<file path="src/rtl/psum_par_accum_fifo.sv">
// Circular partial-sum FIFO: PAR_WRITE-wide appends, PAR_READ-wide pops and
// in-place accumulation of input psums into the oldest unread entries.
module psum_par_accum_fifo #(
    parameter int WIDTH     = 32,
    parameter int DEPTH     = 24,
    parameter int PAR_WRITE = 1,
    parameter int PAR_READ  = 1,
    parameter bit SATURATE  = 1,
    parameter int CNT_W     = $clog2(DEPTH + 1)
) (
    input  logic                       clk,
    input  logic                       rst,
    input  logic                       clr,
    input  logic                       wen,
    input  logic                       acc_wen,
    input  logic [PAR_WRITE*WIDTH-1:0] din,
    input  logic                       ren,
    output logic [PAR_READ*WIDTH-1:0]  dout,
    output logic                       dout_valid,
    output logic                       full,
    output logic                       empty,
    output logic [CNT_W-1:0]           count,
    output logic                       err
);
    localparam int PTR_W = (DEPTH > 1) ? $clog2(DEPTH) : 1;
    localparam logic [CNT_W-1:0] DEPTH_C = CNT_W'(DEPTH);
    localparam logic [CNT_W-1:0] PW_C    = CNT_W'(PAR_WRITE);
    localparam logic [CNT_W-1:0] PR_C    = CNT_W'(PAR_READ);

    logic [WIDTH-1:0] mem [DEPTH];
    logic [PTR_W-1:0] wr_ptr;
    logic [PTR_W-1:0] rd_ptr;
    logic             wr_ok;
    logic             acc_ok;
    logic             rd_ok;
    logic             rej;
    logic [CNT_W-1:0] count_next;

    // Both operands stay below DEPTH, so one conditional subtract is a full modulo.
    function automatic logic [PTR_W-1:0] wrap_add(input logic [PTR_W-1:0] ptr, input int step);
        int sum;
        sum = int'(ptr) + step;
        if (sum >= DEPTH) sum = sum - DEPTH;
        return PTR_W'(sum);
    endfunction

    function automatic logic [WIDTH-1:0] add_word(input logic [WIDTH-1:0] a, input logic [WIDTH-1:0] b);
        logic [WIDTH:0] sum;
        sum = {a[WIDTH-1], a} + {b[WIDTH-1], b};
        if (SATURATE && (sum[WIDTH] != sum[WIDTH-1]))
            return sum[WIDTH] ? {1'b1, {(WIDTH-1){1'b0}}} : {1'b0, {(WIDTH-1){1'b1}}};
        return sum[WIDTH-1:0];
    endfunction

    // Acceptance uses the registered pre-edge flags; a flush masks every request.
    always_comb begin
        wr_ok      = !clr && wen && !full && !acc_wen;
        acc_ok     = !clr && acc_wen && (count >= PW_C) && !ren;
        rd_ok      = !clr && ren && !empty;
        rej        = !clr && ((wen && !wr_ok) || (acc_wen && !acc_ok) || (ren && !rd_ok));
        count_next = count;
        if (wr_ok) count_next = count_next + PW_C;
        if (rd_ok) count_next = count_next - PR_C;
    end

    always_ff @(posedge clk) begin
        if (wr_ok) begin
            for (int k = 0; k < PAR_WRITE; k++)
                mem[wrap_add(wr_ptr, k)] <= din[k*WIDTH +: WIDTH];
        end
        if (acc_ok) begin
            for (int k = 0; k < PAR_WRITE; k++)
                mem[wrap_add(rd_ptr, k)] <= add_word(mem[wrap_add(rd_ptr, k)], din[k*WIDTH +: WIDTH]);
        end
    end

    always_ff @(posedge clk or negedge rst) begin
        if (!rst) begin
            wr_ptr     <= '0;
            rd_ptr     <= '0;
            count      <= '0;
            full       <= 1'b0;
            empty      <= 1'b1;
            dout       <= '0;
            dout_valid <= 1'b0;
            err        <= 1'b0;
        end else if (clr) begin
            wr_ptr     <= '0;
            rd_ptr     <= '0;
            count      <= '0;
            full       <= 1'b0;
            empty      <= 1'b1;
            dout       <= '0;
            dout_valid <= 1'b0;
            err        <= 1'b0;
        end else begin
            if (wr_ok) wr_ptr <= wrap_add(wr_ptr, PAR_WRITE);
            if (rd_ok) begin
                rd_ptr <= wrap_add(rd_ptr, PAR_READ);
                for (int k = 0; k < PAR_READ; k++)
                    dout[k*WIDTH +: WIDTH] <= mem[wrap_add(rd_ptr, k)];
            end
            count      <= count_next;
            full       <= (DEPTH_C - count_next) < PW_C;
            empty      <= count_next < PR_C;
            dout_valid <= rd_ok;
            err        <= rej;
        end
    end
endmodule

</file>
<file path="config.mk">
export PLATFORM = sky130hd
export DESIGN_NAME = psum_par_accum_fifo
export DESIGN_NICKNAME = d
export VERILOG_FILES = /design/src/rtl/psum_par_accum_fifo.sv
export SDC_FILE = /design/constraint.sdc
export NUM_CORES = 1
export LEC_CHECK = 0
export BUFFER_PORTS_ARGS = -buffer_cell sky130_fd_sc_hd__buf_2
export CELL_PAD_IN_SITES_DETAIL_PLACEMENT = 2
export CELL_PAD_IN_SITES_GLOBAL_PLACEMENT = 2
export CORE_MARGIN = 3
export CORE_UTILIZATION = 35
export CTS_CLUSTER_SIZE = 12
export DETAILED_ROUTE_END_ITERATION = 6
export GPL_ROUTABILITY_DRIVEN = 0
export PLACE_DENSITY = 0.75
export SLEW_MARGIN = 10
export SYNTH_ARGS = -nofsm -noshare
export SYNTH_HDL_FRONTEND = slang
export SYNTH_SLANG_ARGS = --single-unit
</file>
<file path="constraint.sdc">
create_clock -name clk -period 5.6 [get_ports clk]
set_input_delay 1.12 -clock clk [delete_from_list [all_inputs] [get_ports clk]]
set_output_delay 1.12 -clock clk [all_outputs]
set_load 0.02 [all_outputs]
</file>
[Yosys cells after proc, flatten, opt, wreduce, memory -nomap -nowiden]
Memories as Yosys holds them, arrays and structs flattened.
Cells that the tools add are included.
Cells by class
  add/subtract/negate cells: 10
  $lt $le $gt $ge: 7
  equal/unequal tests: 1
  muxes and demuxes: 32
  reduce and logical (&&, ||, !) cells: 25
Operators by type and width (number)
  $mux 32: 7
  $mux 5: 14
  $add 32x32->33: 1
  $reduce_or 32->1: 1
  $sub 5x5->5 const B: 4
  $add 5x1->6 const B: 2
  $ge 6x5->1 const B: 2
  $logic_and 1x1->1: 12
  $mux 1: 11
  $ge 5x5->1 const B: 2
  $lt 5x1->1 const B: 2
  $logic_not 1->1: 8
  $add 5x1->5 const B: 1
  $ge 5x1->1 const B: 1
  $sub 5x1->5 const B: 1
  $sub 5x5->5 const A: 1
  $reduce_bool 2->1: 2
  $logic_or 1x1->1: 2
  $ne 1x1->1: 1
Word-level totals
  register bits: 51
  memory bits (writable): 768
  bits of input ports: 38
  output and inout port bits: 41
  logic and storage cells: 84
  memories kept: 1
Memory list
  mem: depth 24, width 32, read ports 1, clocked after Yosys merged registers in 0, wr ports 1, line 30  | logic [WIDTH-1:0] mem [DEPTH];

[Logic depth before layout (Yosys ltp)]
  depth in word-level cells: 10
  depth in mapped cells: 20
  depth with buffers taken out: 15

[Worst setup path before layout]
Ideal clock, no wire load.
  kind: register -> register
  from: reg rd_ptr[1]
  to: mem mem[0][30] (data pin)
  library setup time: 477 ps
  data arrival time: 5394 ps
  required time: 5123 ps
  path slack: -272 ps
  stages on the path, launching flop included: 17
  path buffers: 3
  clock period less this slack: 5872 ps
  cell sequence: dfrtp_1 clkbuf_1 clkbuf_1 buf_1 mux4_2 a211oi_1 a31oi_1 ha_1 fa_1 a21o_1 a221oi_2 nor4_1 o21ai_0 a21oi_1 o31ai_1 a21oi_1 o41ai_1
On the way
  word-level cells in the longest chain between the ends: 10
  elaborated cells on any way between the ends: 13
  classes of those cells: add/sub (2); order compare (1); eq/ne (1); mux (8); memory (1)
RTL lines
  start: declaration: line 32  | logic [PTR_W-1:0] rd_ptr;
  start signal: assignment: line 99  | rd_ptr <= wrap_add(rd_ptr, PAR_READ);
  $sub 5x5->5 / $ge 5x5->1 (equally long branches): line 43  | if (sum >= DEPTH) sum = sum - DEPTH;
  $mux 5 *: line 43
  $mem_v2 24x32 *
  $add 32x32->33 *: line 49  | sum = {a[WIDTH-1], a} + {b[WIDTH-1], b};
  $ne 1x1->1: line 50  | if (SATURATE && (sum[WIDTH] != sum[WIDTH-1]))
  $mux 1: line 50
  $mux 1: line 71  | if (acc_ok) begin
  $mux 32 *: line 52  | return sum[WIDTH-1:0];
  $mux 32 *: line 71
  $mux 32 (no source line) *
  end: declaration: line 30
Every way passes the cells marked *; elsewhere a longest branch is shown, timed or not. The select of a mux whose other input is x is not followed.

[Worst setup path in the final report]
  from: reg rd_ptr[0]
  to: mem mem[17][27] (data pin)
Same word-level chain as after synthesis.

==> metrics.md <==
| Metric | Value |
|---|---|
| Layout area overhead | `18.3%` |
| Chip height | `321 µm` |
| Via Count | `22000` |
| Post-synthesis mux area share | `0.123` |
| Largest family of logic cells by synthesized area | `multiplexers` |
| Die area | `0.103 mm²` |
| Critical path's largest stage delay | `520 ps` |
| Final worst slack | `192 ps` |
| Cells after Synth | `2112` |
| Crit-path cells | `buf_12 -> buf_12 -> buf_4 -> mux4_2 -> nor2b_1 -> a211oi_1 -> a31oi_1 -> ha_1 -> buf_4 -> nand3_1 -> nor2_1 -> nand2_1 -> o21ai_1 -> nor2_1 -> xnor2_1 -> a31oi_1 -> buf_4 -> o31ai_2 -> buf_12` |
| Max Fclk | `185 MHz` |
| R2R Path Start | `rd_ptr[0]$_DFFE_PN0P_` |
| Slew at the pin with the worst max-slew slack | `1080 ps` |
| Clock Sinks | `819` |
| Cts hold-fix bufs | `0` |
| ANT nets after route | `0` |
| First drt pass iteration count | `5` |
| Slew HR | `0.276` |
| Area contributors post-synth | `edfxtp_1 (66%), mux4_2 (8.3%), dfrtp_1 (3.6%)` |
| Crit start category | `flip-flop` |
| Initial Util | `0.356` |
| Synth Flop Type | `edfxtp_1` |
| Fin cells | `3667` |
| H-tree Lvls | `3` |
| Clock Path Buffers | `3` |
| Clock Tree Root | `clkbuf_16` |
| Total global routing overflow | `0` |
| Row count | `114` |
| GRT Total Usage | `0.240` |
| Max Cap Violations | `0` |
| R2R cell count | `19` |
| Async SR Flop Fraction | `0.0623` |
| Crit path time final | `5410 ps` |
| Yosys top cell area share | `0.663` |
| Crit path buf inv count | `6` |
| Clock Skew | `29.2 ps` |
| Die W | `321 µm` |
| Seq cells post-synth | `819` |
| Post-synth EDFFs | `768` |
| Syn avg cell area | `16.5 µm²` |
| Pwr Total | `14900 µW` |
| Post-Synth Adder-Cell Area | `0.0150` |
| Static Leakage | `0.0133 µW` |
| Slowest CP cell | `mux4_2` |
| Final HPWL DP | `71500 µm` |
| Worst VDD drop | `198 µV` |
| Hold Vio Cnt, Final | `0` |
| Worst hold path endpoint | `dout[24]$_DFFE_PN0P_` |
| Worst path required time | `6090 ps` |
| Worst hold path class | `flip-flop to flip-flop` |
| CP top delay family | `compound AO/OA/AOI/OAI gates` |
| Clock transition at path regs | `60 ps` |
| Wirelength per Cell | `33.9 µm` |
| CP Class | `flip-flop to flip-flop` |
| Placed Area | `0.0382 mm²` |
| Post-Route WL | `124000 µm` |
| Synth Net Count | `2191` |
| Worst setup EP type | `flip-flop` |
| Top Ports | `79` |
| Post-route clock period utilization | `0.966` |
| Final Max Tran Viols | `0` |
| Global-route wire length before repair | `179000 µm` |
| Crit path from | `rd_ptr[0]$_DFFE_PN0P_` |
| Largest net degree at the start of global routing | `62` |
| Post-placement setup slack | `-477 ps` |
| Hold_sp | `dout[24]$_DFFE_PN0P_` |
| Later-pin clock latency in the skew report | `650 ps` |
| Layout cells sized above 1 | `0.273` |
| Warnings, synthesis | `0` |
| First DRT Iteration DRCs | `2499` |
| Min-Delay Path Depth | `2` |
| PwrDens | `363 mW/mm²` |
| Vias per std cell | `5.99` |
| Simple-gate area share of the yosys netlist | `0.0408` |
| Num CTS Buffers | `85` |
| Syn Std Cell Area | `0.0348 mm²` |
| Post-synth cell types | `68` |
| Sequential share of the synthesized area | `0.700` |
| Post-Synth XOR/XNOR Area | `0.0101` |
| CP Max Fanout | `35` |
| Layout Nets | `2413` |
| Residual DRC | `0` |
| Design area | `0.0411 mm²` |
| Final setup viols | `0` |
| CTS tree | `yes` |
| Core region area | `0.0976 mm²` |
| Compound-gate portion of the synthesized area | `0.0927` |
| Initial antenna violation count | `1` |
| R2R Path End | `mem[17][27]$_DFFE_PP_` |
| Placed cell count | `3510` |
| Worst EP arrival | `5900 ps` |
| Leading area contributor after synthesis | `edfxtp_1` |
| Port Buffers | `78` |
| Worst reg-to-reg setup slack | `190 ps` |
| Outcome | `complete, no violations` |
| Vias in the first global route | `24200` |
[per-layer routing]
metal / routed length, µm / up-vias / share of wire / global-route usage
li1: - / 8927 / - / -
met1: 49400 / 11800 / 0.40 / 0.309
met2: 61600 / 994 / 0.50 / 0.406
met3: 8180 / 275 / 0.066 / 0.0376
met4: 5140 / 0 / 0.041 / 0.0941
met5: 0 / - / 0 / 0
[metrics by stage]
| step | hold WS, ps | util | TNS (ps) |
|---|---|---|---|
| 2_1_floorplan | 551 | - | 0 |
| 3_3_place_gp | 507 | 0.391 | 0 |
| 3_5_place_dp | 517 | 0.391 | -31960 |
| 4_1_cts | 526 | 0.419 | 0 |
| 5_1_grt | 555 | 0.421 | -528 |
| 6_report | 524 | 0.421 | 0 |
[layout by cell type, fill, tap and decap left out, types with 6 or more instances in the layout]
| cell | n |
|---|---|
| edfxtp_1 | 768 |
| buf_4 | 152 |
| nand2_1 | 141 |
| mux4_2 | 128 |
| o21ai_0 | 127 |
| a31oi_1 | 118 |
| clkbuf_16 | 90 |
| a21oi_1 | 79 |
| buf_2 | 78 |
| mux2i_1 | 65 |
| mux2_2 | 65 |
| dfrtp_1 | 47 |
| nor2b_1 | 39 |
| a22oi_1 | 38 |
| ha_1 | 38 |
| a211oi_1 | 37 |
| nor2_1 | 37 |
| buf_12 | 31 |
| clkbuf_1 | 26 |
| xnor2_1 | 24 |
| nor2_4 | 24 |
| o31ai_2 | 23 |
| xor2_1 | 16 |
| nand3_1 | 14 |
| inv_1 | 13 |
| nand4_1 | 10 |
| o21ai_1 | 10 |
| a21o_1 | 10 |
| nor3_1 | 9 |
| clkinv_1 | 9 |
| a32oi_1 | 6 |
| clkbuf_8 | 6 |
| bufinv_16 | 6 |
[synth_stat cells (all sizes together) (38+ instances only)]
cell type / count
edfxtp: 768
a21oi: 81
nor2: 61
nand2: 142
mux2i: 65
mux2: 65
dfrtp: 50
ha: 40
nor2b: 41
clkbuf: 84
buf: 52
mux4: 128
a211oi: 39
a22oi: 38
a31oi: 120
o21ai: 140
[final cells by class]
cell class                 instances  area, µm²
tap                             1276       1600
timing repair buffer             271       2330
inverter                          14       52.6
antenna                            1       2.50
clock buffer                     120       2380
multi-input combinational       1143      10100
sequential                       819      24400
fill                            9285      56500
clock inverter                    23        293
[what timing repair did]
| action | CTS | global route |
|---|---|---|
| pin swaps | 0 | 4 |
| gates cloned | 0 | 2 |
| gates resized for setup | 8 | 18 |
| setup endpoints to repair | 288 | 672 |
| setup buffers | 4 | 7 |
[worst max path at each step]
stage	end	slack (ps)	depth (start not counted)
floorplan	mem[0][31]$_DFFE_PP_	180	16
global placement	mem[5][24]$_DFFE_PP_	30	14
detailed placement	mem[19][23]$_DFFE_PP_	-480	14
CTS	mem[17][14]$_DFFE_PP_	30	16
global route	mem[16][23]$_DFFE_PP_	-30	15
finish	mem[17][27]$_DFFE_PP_	190	19
[where the power goes]
part | internal, µW | switching [µW]
sequential | 6870 | 42.8
combinational | 931 | 1440
clock | 3230 | 2410
total | 11000 | 3890
[worst register-to-register path, delay by kind of cell (launching register included)]
| family | cells | cell delay, ps |
|---|---|---|
| fa+ha+maj | 1 | 420 |
| simple gates | 5 | 910 |
| buf+inv | 6 | 1300 |
| compound gates | 5 | 1400 |
| mux | 1 | 530 |
| xor+xnor | 1 | 170 |
| flops | 1 | 510 |
[kinds of logic (layout without fill, tap and decap cells)]
logic type               Yosys count  in the layout
XOR/XNOR                          40             40
adder cells (fa/ha/maj)           41             41
multiplexers                     258            258
other                              0              1
AO/OA/AOI/OAI                    495            495
flip-flops                       819            819
AND/OR/NAND/NOR                  309            309
buffers and inverters            150            428
[flip-flops by register name, indices dropped and copies added, names as in the netlist]
signal      count
count           5
wr_ptr          5
err             1
rd_ptr          5
empty           1
dout           32
mem           768
full            1
dout_valid      1
(Power assumes the default switching activity.)
